[config.mk]
export PLATFORM = sky130hd
export DESIGN_NAME = pc_unit
export DESIGN_NICKNAME = d
export VERILOG_FILES = /design/src/rtl/pc_pkg.sv /design/src/rtl/pc_unit_return_stack.sv /design/src/rtl/pc_unit.sv
export SDC_FILE = /design/constraint.sdc
export NUM_CORES = 1
export LEC_CHECK = 0
export CORE_MARGIN = 2
export CORE_UTILIZATION = 58
export CTS_CLUSTER_DIAMETER = 50
export DETAILED_ROUTE_END_ITERATION = 16
export GPL_TIMING_DRIVEN = 0
export PLACE_DENSITY = 0.81
export SYNTH_ARGS = -nofsm -noshare
export SYNTH_HDL_FRONTEND = slang
export SYNTH_SLANG_ARGS = --single-unit
[constraint.sdc]
create_clock -name clock -period 5.6 [get_ports clock]
set_input_delay 1.12 -clock clock [delete_from_list [all_inputs] [get_ports clock]]
set_output_delay 1.12 -clock clock [all_outputs]
set_load 0.03 [all_outputs]
[src/rtl/pc_pkg.sv]
// Next-PC mode encodings, shared by pc_unit and the control decoder that
// drives pcSrc.
package pc_pkg;

  localparam int PC_SRC_W = 3;

  localparam logic [PC_SRC_W-1:0] PC_NEXT   = 3'b000;
  localparam logic [PC_SRC_W-1:0] PC_REL    = 3'b001;
  localparam logic [PC_SRC_W-1:0] PC_ABS    = 3'b010;
  localparam logic [PC_SRC_W-1:0] PC_RET    = 3'b011;
  localparam logic [PC_SRC_W-1:0] PC_REG    = 3'b100;
  localparam logic [PC_SRC_W-1:0] PC_CALL   = 3'b101;
  localparam logic [PC_SRC_W-1:0] PC_BR_ABS = 3'b110;
  localparam logic [PC_SRC_W-1:0] PC_BR_SHF = 3'b111;

endpackage

[src/rtl/pc_unit_return_stack.sv]
// Circular return-address stack: topPtr_q is the next write slot, so when the
// stack is full that slot holds the oldest entry and a push overwrites it.
module return_stack #(
  parameter int WIDTH     = 16,
  parameter int RAS_DEPTH = 8
) (
  input  logic                       clock,
  input  logic                       reset,
  input  logic                       push_i,
  input  logic                       pop_i,
  input  logic [WIDTH-1:0]           data_i,
  output logic [WIDTH-1:0]           top_o,
  output logic [$clog2(RAS_DEPTH):0] count_o,
  output logic                       overflow_o,
  output logic                       underflow_o
);

  localparam int PTR_W = $clog2(RAS_DEPTH);
  localparam int CNT_W = PTR_W + 1;

  logic [WIDTH-1:0] entries_q [RAS_DEPTH];
  logic [PTR_W-1:0] topPtr_q, topPtr_d;
  logic [CNT_W-1:0] count_q, count_d;
  logic             isFull, isEmpty;

  assign isFull      = (count_q == CNT_W'(RAS_DEPTH));
  assign isEmpty     = (count_q == '0);
  assign overflow_o  = push_i & isFull;
  assign underflow_o = pop_i & isEmpty;
  assign count_o     = count_q;
  assign top_o       = entries_q[topPtr_q - PTR_W'(1)];

  // Push and pop never coincide (distinct pcSrc modes); push is given priority.
  // An empty pop leaves pointer and count untouched.
  always_comb begin
    topPtr_d = topPtr_q;
    count_d  = count_q;
    if (push_i) begin
      topPtr_d = topPtr_q + PTR_W'(1);
      if (!isFull) count_d = count_q + CNT_W'(1);
    end else if (pop_i && !isEmpty) begin
      topPtr_d = topPtr_q - PTR_W'(1);
      count_d  = count_q - CNT_W'(1);
    end
  end

  always_ff @(posedge clock) begin
    if (reset) begin
      topPtr_q <= '0;
      count_q  <= '0;
    end else begin
      topPtr_q <= topPtr_d;
      count_q  <= count_d;
    end
  end

  // Entry storage is deliberately not reset; only valid entries are ever read.
  always_ff @(posedge clock) begin
    if (push_i && !reset) entries_q[topPtr_q] <= data_i;
  end

endmodule

[src/rtl/pc_unit.sv]
// Program counter with next-PC mux, conditional branch resolution and an
// integrated return-address stack used by CALL/RET.
module pc_unit
  import pc_pkg::*;
#(
  parameter int               WIDTH     = 16,
  parameter int               RAS_DEPTH = 8,
  parameter int               SHIFT     = 4,
  parameter logic [WIDTH-1:0] RESET_VEC = '0
) (
  input  logic                       clock,
  input  logic                       reset,
  input  logic                       pcWrite,
  input  logic [PC_SRC_W-1:0]        pcSrc,
  input  logic [WIDTH-1:0]           immAddr,
  input  logic [WIDTH-1:0]           mary,
  input  logic                       comp,
  output logic [WIDTH-1:0]           pcOut,
  output logic [WIDTH-1:0]           pcNext,
  output logic [$clog2(RAS_DEPTH):0] rasCount,
  output logic                       rasEmpty,
  output logic                       rasFull,
  output logic                       rasErr
);

  localparam int CNT_W = $clog2(RAS_DEPTH) + 1;

  logic [WIDTH-1:0] pc_q, pc_d;
  logic             rasErr_q, rasErr_d;
  logic [WIDTH-1:0] pcPlusOne, relTarget, shfTarget, rasTop;
  logic             callPush, retPop, rasOverflow, rasUnderflow;

  assign pcPlusOne = pc_q + WIDTH'(1);
  assign relTarget = pc_q + immAddr;
  assign shfTarget = immAddr << SHIFT;

  // Stack side effects only happen on edges where the PC actually advances.
  assign callPush = pcWrite && (pcSrc == PC_CALL);
  assign retPop   = pcWrite && (pcSrc == PC_RET);

  return_stack #(
    .WIDTH     (WIDTH),
    .RAS_DEPTH (RAS_DEPTH)
  ) u_ras (
    .clock       (clock),
    .reset       (reset),
    .push_i      (callPush),
    .pop_i       (retPop),
    .data_i      (pcPlusOne),
    .top_o       (rasTop),
    .count_o     (rasCount),
    .overflow_o  (rasOverflow),
    .underflow_o (rasUnderflow)
  );

  assign rasEmpty = (rasCount == '0);
  assign rasFull  = (rasCount == CNT_W'(RAS_DEPTH));

  // RET on an empty stack falls through rather than returning stale data.
  always_comb begin
    pcNext = pcPlusOne;
    unique case (pcSrc)
      PC_NEXT:   pcNext = pcPlusOne;
      PC_REL:    pcNext = relTarget;
      PC_ABS:    pcNext = immAddr;
      PC_RET:    pcNext = rasEmpty ? pcPlusOne : rasTop;
      PC_REG:    pcNext = mary;
      PC_CALL:   pcNext = immAddr;
      PC_BR_ABS: pcNext = comp ? immAddr : pcPlusOne;
      PC_BR_SHF: pcNext = comp ? shfTarget : pcPlusOne;
      default:   pcNext = pcPlusOne;
    endcase
  end

  always_comb begin
    pc_d     = pc_q;
    rasErr_d = rasErr_q;
    if (pcWrite) begin
      pc_d     = pcNext;
      rasErr_d = rasErr_q | rasOverflow | rasUnderflow;
    end
  end

  always_ff @(posedge clock) begin
    if (reset) begin
      pc_q     <= RESET_VEC;
      rasErr_q <= 1'b0;
    end else begin
      pc_q     <= pc_d;
      rasErr_q <= rasErr_d;
    end
  end

  assign pcOut  = pc_q;
  assign rasErr = rasErr_q;

endmodule

==> impl_metrics.json <==
{
  "post-cts-setup-buffers": 0,
  "grt-ovfl-total": 0,
  "cp.required_ps": 4480,
  "place_ws_ps": -435,
  "cts_buffers": 17,
  "wl_um": 25000,
  "hold_violations": 0,
  "vias": 6457,
  "holdPathEnd": "rasErr",
  "hold_depth": 2,
  "antennaDiodeCount": 0,
  "ir_drop_v": 0.000318,
  "crit_buf_inv": 7,
  "max_stage_delay_ps": 590,
  "ioPinCount": 78,
  "status": "finished clean",
  "worstSetupPathType": "reg -> out",
  "die_w_um": 122,
  "final_cell_mix": "edfxtp_1 (128), clkdlybuf4s50_1 (73), nand2_1 (61)",
  "dr.pass1.iters": 7,
  "area_growth_pct": 21.7,
  "route.detailed.drc": 0,
  "r2r_end": "pcOut[0]",
  "grt_pass1_wl_um": 37300,
  "path_cells": "buf_6, buf_4, buf_4, inv_1, ha_1, buf_2, clkbuf_4, mux4_2, a22o_1, a211o_1, or3_1, clkdlybuf4s50_1",
  "synthDistinctLibCells": 69,
  "die_h_um": 122,
  "syn_area_per_cell_um2": 12.0,
  "viasPerCell": 6.66,
  "antenna_left": 0,
  "r2r_slack_ps": 2000,
  "ctsHoldBuffers": 0,
  "critPathTopFamily": "buffers and inverters",
  "crit_path_end_kind": "primary output",
  "setup_tns_ps": 0,
  "syn_area_mm2": 0.00809,
  "clock_sinks": 152,
  "drt-initial-drc-count": 769,
  "final_common_cell": "edfxtp_1",
  "synth_cells": 675,
  "drive_gt1_share_pct": 12.7,
  "worstHoldStart": "rasErr",
  "finalSetupViolCount": 0,
  "finClkSkew_ps": 7.64,
  "hold_path_class": "reg -> reg",
  "path_clk_slew_ps": 60,
  "slew_violations": 0,
  "seq_area_frac_synth_pct": 53.5,
  "wl_per_cell_um": 25.8,
  "layout.core_utilization_pct": 71.4,
  "p_leak_nw": 3.51,
  "fin_crit_sh_pct": 97.6,
  "initial_core_util_pct": 58.7,
  "grt_setup_unrepaired": "false",
  "numPortBuffers": 75,
  "fin_ws_ps": 135,
  "synth-seq-cells": 152,
  "arrival_ps": 4340,
  "min_period_ps": 5460,
  "dieArea_mm2": 0.0149,
  "cts_max_path_buffers": 2,
  "maxCapViolCount": 0,
  "num-nets-final": 838,
  "multi_input_area_mm2": 0.00359,
  "ys.flop_type": "edfxtp_1",
  "r2r_start": "u_ras.topPtr_q[0]",
  "grt_start_max_net_pins": 17,
  "hpwlAfterDp_um": 17600,
  "crit_fanout": 10,
  "cts_root_buffer": "clkbuf_16",
  "syn_nets": 736,
  "synth_edf_count": 128,
  "ys_warn_count": 0,
  "async_flop_share_pct": 0,
  "clock_latency_ps": 420,
  "seq_area_mm2": 0.00432,
  "grt_pass1_vias": 6348,
  "h-tree-depth": 4,
  "design.core.area_mm2": 0.0138,
  "p_per_area_mw_per_mm2": 300,
  "tightest_slew_ps": 1100,
  "rows": 43,
  "antenna_found_initial": 0,
  "cp_common_cell": "buf_4",
  "place.gp.congestion": 0.974,
  "r2r_cells": 13,
  "cpMaxStageDelayCell": "clkdlybuf4s50_1",
  "grt_usage_pct": 34.8,
  "worstSetupStartpointType": "register",
  "cts_tree": "yes",
  "nFillCells": 925,
  "fmax_mhz": 183,
  "slew_headroom_pct": 26.2
}
## power by group
part	switching, mW	internal, mW	total (mW)
registers	0.0241	1.25	1.28
logic	0.333	0.209	0.542
clock network	0.439	0.697	1.14
total	0.796	2.16	2.95
## worst max-delay path by stage
stage / start / endpoint / depth (start not counted)
finish: u_ras.topPtr_q[0] / pcNext[14] / 12
global route: u_ras.topPtr_q[0] / pcNext[14] / 12
CTS: pcSrc[1] / pcNext[6] / 8
detailed placement: u_ras.topPtr_q[0] / pcNext[7] / 14
global placement: u_ras.topPtr_q[0] / pcNext[7] / 14
floorplan: u_ras.topPtr_q[0] / pcNext[7] / 13
## cell families after synthesis
group	Yosys count	share of synthesized area (%)
buf+inv	58	2.91
simple gates	197	11.3
compound gates	162	13.6
mux	57	12.2
xor+xnor	27	2.92
fa+ha+maj	22	3.59
flops	152	53.5
## layer usage
layer  part of all wire (%)  vias to the layer above  GRT usage, %  wire length (um)
met1                     39                     3124          45.2              9630
met4                    4.3                        0          16.1              1070
met2                     48                      427          56.7             12000
li1                       -                     2822             -                 -
met5                      0                        -             0                 0
met3                    9.1                       84          7.16              2270
## worst register-to-register path, stage by stage (launching register included)
cell and delay, ps:
dfxtp_1 360, buf_6 180, buf_4 260, buf_4 290, inv_1 120, ha_1 320
buf_2 250, clkbuf_4 300, clkbuf_4 300, mux4_2 340, nand2_1 90, a21oi_1 120
a2111oi_0 460, a211oi_1 80
## through the flow
stage / cell area (um^2) / cells / hold WS [ps] / power [mW]
4_1_cts: 9820 / 970 / 498 / 2.94
6_report: 9840 / 970 / 497 / 2.95
5_1_grt: 9840 / 970 / 519 / 3.03
2_1_floorplan: 8090 / 675 / 629 / 1.62
3_3_place_gp: 9060 / 930 / 473 / 1.81
3_5_place_dp: 9210 / 938 / 483 / 1.82
## registers in the layout (all words and copies together) (netlist names)
name             cells
u_ras.entries_q    128
pcOut               16
u_ras.count_o        4
u_ras.topPtr_q       3
rasErr               1
## final cells by class
cell class,instances,share of cell area (%)
buffer,36,1.70
clock buffer,19,4.40
clock inverter,13,1.55
inverter,22,0.839
multi-input combinational,465,36.5
sequential,152,44.0
tap,180,2.29
timing repair buffer,83,8.75
## synth_stat cells (3+ instances only)
master	n	area, um^2
a2111oi_0	3	26.3
mux2i_1	22	220
nand3_1	20	100
o21bai_1	4	30.0
dfxtp_1	24	480
nor3_1	17	85.1
a31oi_1	6	37.5
o21ai_0	19	95.1
xor2_1	10	87.6
nand2_1	61	229
xnor2_1	17	149
o22ai_1	5	31.3
o211ai_1	3	22.5
o31ai_1	5	37.5
mux2_2	3	33.8
o21a_1	8	60.1
and3_1	6	37.5
mux4_1	3	78.8
mux4_2	29	653
clkbuf_1	24	90.1
ha_1	20	250
edfxtp_1	128	3840
or2_2	3	18.8
a221oi_1	6	52.6
nand2b_1	8	50.1
buf_2	8	40.0
nor2_1	57	214
buf_1	3	11.3
nand4_1	4	25.0
or3_1	4	25.0
a22oi_1	5	37.5
a211oi_1	9	67.6
a211o_1	7	61.3
a21o_1	6	45.0
nor4_1	4	25.0
a22o_1	3	26.3
a21oi_1	48	240
nor2b_1	3	18.8
inv_1	19	71.3
## repair_timing
action,in CTS,in global routing
endpoints found under the setup margin,15,6
resized for setup,11,7
endpoints found under the hold margin,0,0
gates cloned,0,0
Power figures use the tool's default switching activity.
